## src/rtl/chunked_adder.sv

```systemverilog
// Multi-cycle adder: adds CHUNK bits per clock through a CALC phase, then holds the result in DONE.
// Build with ADDER_SUB_EN defined to add the sub port (a - b - cin as a + ~b + !cin).
module chunked_adder #(
    parameter int unsigned WIDTH = 16,
    parameter int unsigned CHUNK = 4
) (
    input  logic             clk,
    input  logic             rst_n,
    input  logic             in_valid,
    output logic             in_ready,
    input  logic [WIDTH-1:0] a,
    input  logic [WIDTH-1:0] b,
    input  logic             cin,
`ifdef ADDER_SUB_EN
    input  logic             sub,
`endif
    output logic             out_valid,
    input  logic             out_ready,
    output logic [WIDTH-1:0] sum,
    output logic             cout,
    output logic             ovf
);

    localparam int unsigned NCHUNK = WIDTH / CHUNK;
    localparam int unsigned IDXW   = (NCHUNK > 1) ? $clog2(NCHUNK) : 1;
    localparam logic [IDXW-1:0] LastIdx = IDXW'(NCHUNK - 1);

    typedef enum logic [1:0] {StIdle, StCalc, StDone} state_e;

    state_e           state_q;
    logic [WIDTH-1:0] a_q, b_q, acc_q;
    logic [WIDTH-1:0] sum_q;
    logic             cout_q, ovf_q, carry_q;
    logic [IDXW-1:0]  idx_q;

    logic             sub_eff;
    logic [WIDTH-1:0] b_eff;
    logic             cin_eff;

`ifdef ADDER_SUB_EN
    assign sub_eff = sub;
`else
    assign sub_eff = 1'b0;
`endif

    // Subtraction folds into addition: invert b and the borrow-in.
    assign b_eff   = sub_eff ? ~b : b;
    assign cin_eff = cin ^ sub_eff;

    // Operands shift right each CALC cycle, so the current chunk is always the low CHUNK bits.
    logic [CHUNK-1:0] ca, cb;
    logic [CHUNK:0]   csum;
    logic             carry_into_msb;
    logic [WIDTH-1:0] acc_next;

    assign ca   = a_q[CHUNK-1:0];
    assign cb   = b_q[CHUNK-1:0];
    assign csum = {1'b0, ca} + {1'b0, cb} + {{CHUNK{1'b0}}, carry_q};
    assign carry_into_msb = csum[CHUNK-1] ^ ca[CHUNK-1] ^ cb[CHUNK-1];
    // New chunk enters at the top; after NCHUNK cycles chunk 0 has reached bit 0.
    assign acc_next = (acc_q >> CHUNK) | (WIDTH'(csum[CHUNK-1:0]) << (WIDTH - CHUNK));

    always_ff @(posedge clk or negedge rst_n) begin
        if (!rst_n) begin
            state_q <= StIdle;
            a_q     <= '0;
            b_q     <= '0;
            acc_q   <= '0;
            carry_q <= 1'b0;
            idx_q   <= '0;
            sum_q   <= '0;
            cout_q  <= 1'b0;
            ovf_q   <= 1'b0;
        end else begin
            unique case (state_q)
                StIdle: begin
                    if (in_valid) begin
                        a_q     <= a;
                        b_q     <= b_eff;
                        carry_q <= cin_eff;
                        idx_q   <= '0;
                        state_q <= StCalc;
                    end
                end
                StCalc: begin
                    a_q     <= a_q >> CHUNK;
                    b_q     <= b_q >> CHUNK;
                    carry_q <= csum[CHUNK];
                    acc_q   <= acc_next;
                    idx_q   <= idx_q + IDXW'(1);
                    if (idx_q == LastIdx) begin
                        sum_q   <= acc_next;
                        cout_q  <= csum[CHUNK];
                        ovf_q   <= carry_into_msb ^ csum[CHUNK];
                        state_q <= StDone;
                    end
                end
                StDone: begin
                    if (out_ready) begin
                        state_q <= StIdle;
                    end
                end
                default: state_q <= StIdle;
            endcase
        end
    end

    assign in_ready  = (state_q == StIdle);
    assign out_valid = (state_q == StDone);
    assign sum       = sum_q;
    assign cout      = cout_q;
    assign ovf       = ovf_q;

endmodule

```

## config.mk

```make
export PLATFORM = sky130hd
export DESIGN_NAME = chunked_adder
export DESIGN_NICKNAME = d
export VERILOG_FILES = /design/src/rtl/chunked_adder.sv
export SDC_FILE = /design/constraint.sdc
export NUM_CORES = 1
export LEC_CHECK = 0
export ABC_AREA = 1
export CAP_MARGIN = 20
export CORE_ASPECT_RATIO = 1.4
export CORE_MARGIN = 2
export CORE_UTILIZATION = 55
export DETAILED_ROUTE_END_ITERATION = 16
export PLACE_DENSITY_LB_ADDON = 0.05
export SLEW_MARGIN = 20
export SYNTH_ARGS = -nofsm -noshare
export SYNTH_HDL_FRONTEND = slang
export SYNTH_SLANG_ARGS = --single-unit
```

## constraint.sdc

```tcl
create_clock -name clk -period 3.5 [get_ports clk]
set_input_delay 0.7 -clock clk [delete_from_list [all_inputs] [get_ports clk]]
set_output_delay 0.7 -clock clk [all_outputs]
set_load 0.02 [all_outputs]
```

==> metrics.md, run 1 <==
| Metric | Value |
|---|---|
| Status | `complete, no violations` |
| Crit end category | `output port` |
| Most frequent cells in the layout | `74 x nand2_1, 67 x dfrtp_1, 55 x clkdlybuf4s50_1, 29 x nor2_1, 29 x a21oi_1` |
| Leakage | `1.739 nW` |
| Vias | `2286` |
| Max_slew headroom | `roughly 55%` |
| Hold Buf Count CTS | `0` |
| Slowest-stage cell, CP | `clkdlybuf4s50_1` |
| Global-route wire length before repair | `between 9000 and 10000 um` |
| H-tree depth | `3` |
| Commonest non-fill, non-tap cell in the layout | `nand2_1` |
| Syn_area_per_cell | `just over 9 sq um` |
| Area share of the largest cell type after synthesis | `57.91%` |
| Simple-gate share of the synthesized area | `15.77%` |
| Portion of netlist area occupied by mux cells | `0%` |
| Post-Synth Adder-Cell Area | `just over 3%` |
| WP buf/inv | `3` |
| Largest family of logic cells by synthesized area | `compound AO/OA/AOI/OAI gates` |
| Crit path DAT | `about 1600 ps` |
| Tot GR Track Use | `around 22%` |
| Post-Layout Cell Count | `about 440` |
| Initial core utilization | `~57%` |
| Seq cells post-synth | `67` |
| IO Pins | `57` |
| Crit Path Category | `reg2out` |
| VDD IR max | `slightly above 0.5 mV` |
| Sequential share of the synthesized area | `57.91%` |
| FP Rows | `31` |
| Hold crit path type | `in2async` |
| Reg clk slew, reported paths | `roughly 70 ps` |
| Num CTS Buffers | `9` |
| Antenna viol nets, final | `0` |
| Post-DP HPWL | `~4000 um` |
| Crit Path Max Fanout | `3` |
| RSZ-0062 raised after global routing | `no` |
| Vias in the first global route | `about 2100` |
| Top cells by area, synth | `dfrtp_1 58%, nand2_1 9.6%, a21oi_1 5.0%` |
| N_diodes | `0` |
| Setup TNS | `0 ps` |
| Post-CTS sizing | `0` |
| Grt ovf | `0` |
| Drt first pass iters | `4` |
| Max incr delay on CP | `~600 ps` |
| Layout cells sized above 1 | `7.143%` |
| Fmax | `around 0.44 GHz` |
| WP data required | `approximately 2800 ps` |
| Area Growth Syn to Fin | `26.66%` |
| Drt total wl | `~5800 um` |
| Clk_skew | `between 6 and 7 ps` |
| Placed Instances | `430` |
| Avg WL per Cell | `13.10 um` |
| Final hold violation count | `0` |
| Root buffer cell | `clkbuf_8` |
| Die area | `just under 6000 sq um` |
| CTS tree | `done` |
| Post-synth net total | `around 360` |
| Width of the die | `65.32 um` |
| Worst reg2reg startpoint | `state_q[0]` |
| Synth Area in Compound Gates | `between 15 and 20%` |
| Residual DRC count | `0` |
| Finished Core Util | `between 70% and 80%` |
| GP Congestion | `slightly below 0.8` |
| Clock Latency Late Sink | `roughly 340 ps` |
| Yosys top cell by area | `dfrtp_1` |
| Initial antenna violation count | `0` |
| Synth warn | `0` |
| Final #Nets | `about 420` |
| CTS max path bufs | `2` |
| Syn Inst Count | `320` |
| Cell variety after synth | `21` |
| Pin count of the biggest net entering global routing | `between 50 and 60` |
| PortBufs | `56` |
| Power Density | `between 1000 and 1500 nW/um^2` |
| Tcrit/Tclk final | `between 60% and 70%` |
| Min Tclk post-route | `about 2300 ps` |
| Max Slew Vio Count | `0` |
| Core Footprint | `5120 sq um` |
| Final Setup Violations | `0` |
| Least-Margin Pin Slew | `669.9 ps` |
| Post-DR vias/cell | `around 5.1` |
| Post-CTS Repair Setup Buffers | `0` |
| # clock sinks | `67` |
| Synth Area in XOR/XNOR | `0.3025%` |
| Number of max-cap violations | `0` |
| Area of the mapped netlist | `between 2000 and 3000 sq um` |
| Die Span Y | `89.85 um` |
| Crit path launch type | `flop` |
| Iteration-0 DRC Markers | `approximately 140` |
| CP startpoint | `state_q[1]` |
| Delay-heaviest family, CP | `buffers and inverters` |
| Crit-path cells | `inv_2 -> nand2_2 -> inv_1 -> clkdlybuf4s50_1` |
-- power by group --
group | leakage, nW | switching [mW] | internal [mW]
clock network | 0.0950 | 0.269 | 0.338
logic | 0.818 | 1.13 | 0.726
registers | 0.826 | 0.214 | 1.16
-- final timing paths --
check / end / slack (ps) / depth (start not counted)
max in group asynchronous: a_q[6] / 2290 / 2
worst min register to register: acc_q[11] / 480 / 2
min in group clk: acc_q[11] / 480 / 2
worst min-delay path: acc_q[11] / 230 / 1
worst max register to register: a_q[11] / 1490 / 7
worst max-delay path: in_ready / 1240 / 4
-- stage by stage --
stage	power (mW)	instance area, sq um	hold slack [ps]	setup slack, ps
detailed placement	3.258	3486	466.5	1351
CTS	3.876	3667	237.9	1223
finish	3.846	3667	233.3	1237
floorplan	2.692	2895	404.4	1866
global placement	3.182	3486	459.5	1399
global route	4.195	3667	251.3	1163
-- cell type report --
| type | count | area [sq um] |
|---|---|---|
| fill | 453 | 1453 |
| sequential | 67 | 1677 |
| multi-input combinational | 208 | 1032 |
| inverter | 29 | 108.9 |
| tap | 66 | 82.58 |
| timing repair buffer | 60 | 585.6 |
| clock inverter | 3 | 40.04 |
| clock buffer | 11 | 141.4 |
-- kinds of logic (layout without fill, tap and decap cells) --
logic type	after synthesis	after routing
AO/OA/AOI/OAI	87	87
flip-flops	67	67
AND/OR/NAND/NOR	114	114
adder cells (fa/ha/maj)	6	6
buffers and inverters	45	103
XOR/XNOR	1	1
-- metal layers --
layer  vias to the layer above  wire length (um)  GRT usage [%]
met5                         -                 0              0
met4                         0               128          10.94
met3                        11               251          4.881
met2                        60              2921          34.18
met1                      1070              2515          29.73
li1                       1145                 -              -
-- synthesized netlist by cell type --
cell and n:
clkbuf_1 4, o21ai_0 24, dfrtp_1 67, o21ai_1 20, fa_1 2, inv_1 24
a22o_1 9, ha_1 4, nand2_1 74, nand3_1 7, nor2_1 29, xnor2_1 1
nand2_2 2, a21oi_1 29, buf_1 3, o31ai_1 1, buf_2 8, inv_2 5
nor2_4 2, o22ai_1 4, buf_6 1
-- sequential cells by signal, indices dropped and copies added (netlist names) --
| name | cells |
|---|---|
| b_q | 16 |
| ovf | 1 |
| idx_q | 2 |
| cout | 1 |
| carry_q | 1 |
| a_q | 16 |
| state_q | 2 |
| sum | 16 |
| acc_q | 12 |
(Power assumes the default switching activity.)
==> inputs of run 2 (changes only) <==
CORE_UTILIZATION = 51   (was 55)
clock period = 2.35 ns   (was 3.5 ns; I/O delays follow)
==> metrics.md, run 2 (synthesis gave the netlist of run 1 again) <==
| Metric | Value |
|---|---|
| Hold Buf Count CTS | `0 (unchanged)` |
| Max incr delay on CP | `600 ps (about the same)` |
| Slowest-stage cell, CP | `clkdlybuf4s50_1` |
| Die Span Y | `93.15 um (+3.7%)` |
| Width of the die | `67.68 um (+3.6%)` |
| Initial core utilization | `52.78% (-3.8 points)` |
| Die area | `6304 sq um (+7.4%)` |
| Crit Path Category | `reg2out` |
| Final hold violation count | `0 (unchanged)` |
| Vias in the first global route | `2235 (+4.5%)` |
| Min Tclk post-route | `2058 ps` |
| Drt first pass iters | `4 (unchanged)` |
| Tcrit/Tclk final | `a little under 90%` |
| Vias | `2369 (+3.6%)` |
| Max Slew Vio Count | `0 (unchanged)` |
| VDD IR max | `0.7847 mV (+55%)` |
| Crit end category | `output port` |
| Tot GR Track Use | `21.48% (-0.76 points)` |
| Clk_skew | `4.903 ps (-1.099 ps)` |
| Grt ovf | `0 (unchanged)` |
| Number of max-cap violations | `0 (unchanged)` |
| WP data required | `1880 ps (-920 ps)` |
| Layout cells sized above 1 | `7.632% (+0.49 points)` |
| FP Rows | `32 (+3.2%)` |
| Crit Path Max Fanout | `3 (unchanged)` |
| Post-CTS Repair Setup Buffers | `0 (unchanged)` |
| Residual DRC count | `0 (unchanged)` |
| Post-DP HPWL | `4167 um (+5.3%)` |
| Crit-path cells | `inv_2 -> nand2_2 -> inv_1 -> clkdlybuf4s50_1` |
| # clock sinks | `67 (unchanged)` |
| Global-route wire length before repair | `10060 um (+1.2%)` |
| Least-Margin Pin Slew | `507.9 ps (-162.0 ps)` |
| N_diodes | `0 (unchanged)` |
| Commonest non-fill, non-tap cell in the layout | `nand2_1` |
| Final #Nets | `420 (+0.48%)` |
| CTS tree | `done` |
| Area Growth Syn to Fin | `27.23%` |
| Crit path DAT | `1590 ps (+30 ps)` |
| PortBufs | `56 (unchanged)` |
| Post-DR vias/cell | `5.288 (+2.7%)` |
| Power Density | `1547 nW/um^2 (+48%)` |
| Setup TNS | `0 ps (unchanged)` |
| Worst setup margin | `292.4 ps (-944.6 ps)` |
| Most frequent cells in the layout | `74 x nand2_1, 67 x dfrtp_1, 55 x clkdlybuf4s50_1, 29 x nor2_1, 29 x a21oi_1` |
| Core Footprint | `5485 sq um (+7.1%)` |
| Fmax | `0.4860 GHz` |
| CTS max path bufs | `2 (unchanged)` |
| Clock Latency Late Sink | `340 ps (about the same)` |
| Drt total wl | `6107 um (+5.0%)` |
| Root buffer cell | `clkbuf_8` |
| Pin count of the biggest net entering global routing | `68 (+24%)` |
| RSZ-0062 raised after global routing | `no` |
| H-tree depth | `3 (unchanged)` |
| Pre-CTS setup slack | `457.3 ps (-893.8 ps)` |
| Crit path launch type | `flop` |
| Leakage | `1.742 nW (+0.20%)` |
| Post-CTS sizing | `0 (unchanged)` |
| GP Congestion | `0.7363 (-7.4%)` |
| Antenna viol nets, final | `0 (unchanged)` |
| Hold crit path type | `in2async` |
| Avg WL per Cell | `13.63 um (+4.0%)` |
| Final Setup Violations | `0 (unchanged)` |
| Iteration-0 DRC Markers | `169 (+18%)` |
| Status | `complete, no violations` |
| Max_slew headroom | `66.09% (+11 points)` |
| IO Pins | `57 (unchanged)` |
| Initial antenna violation count | `0 (unchanged)` |
| Num CTS Buffers | `9 (unchanged)` |
| Reg clk slew, reported paths | `70 ps (about the same)` |
[run 2: cell count changes in the layout (fill, tap and decap cells not counted), sizes merged]
| cell | delta |
|---|---|
| buf | +2 |
| bufinv | -1 |
| clkbuf | +1 |
| clkinv | -1 |
| clkinvlp | +1 |
[run 2: stage by stage]
stage / utilization (%) / std cells / hold slack [ps] / instance area (sq um) / total power [mW]
2_1_floorplan: - / 320 / 174.4 / 2895 / 4.009
3_3_place_gp: 64.10 / 434 / 455.5 / 3516 / 4.787
3_5_place_dp: 64.10 / 434 / 464.1 / 3516 / 4.898
4_1_cts: 67.15 / 448 / 163.4 / 3684 / 5.735
5_1_grt: 67.15 / 448 / 168.6 / 3684 / 6.203
6_report: 67.15 / 448 / 141.7 / 3684 / 5.700
[run 2: where the power goes]
part / internal (mW) / total (mW) / switching, mW
clock network: 0.427 / 0.832 / 0.405
logic: 1.11 / 2.82 / 1.70
registers: 1.73 / 2.05 / 0.318
[run 2: worst paths after layout]
check	from	to	slack (ps)	depth (start not counted)
max in group asynchronous	rst_n	a_q[10]	1910	2
max reg2reg	b_q[0]	ovf	510	11
min reg2reg	sum[0]	sum[0]	480	2
min	rst_n	acc_q[12]	140	2
min in group clk	sum[0]	sum[0]	480	2
max	state_q[1]	in_ready	290	4
[run 2: layout make-up]
type	instances	area, sq um
flip-flops and latches	67	1677
fillers	469	1802
clock buffers	12	155.1
inverters	29	108.9
multi-input cells	208	1032
clock inverters	2	12.51
repair buffers	62	613.1
well taps	68	85.08
[run 2: routing by layer]
metal  track usage, %  up-vias  wire length, um
met5                0        -                0
met4            10.71        0              136
met3            4.212       14              255
met2            35.54       72             3125
met1            26.14     1130             2589
li1                 -     1153                -
[run 2: worst max-delay path, delay by kind of cell, from the launching register on]
kind	cells	cell delay, ps
buffers and inverters	3	750
DFF	1	420
and+or+nand+nor	1	70
==> inputs of run 3 (changes only) <==
CTS_CLUSTER_DIAMETER = 120   (was unset)
==> results of run 3 <==
Same layout as run 2: the final DEF is identical, and so are final timing and power.
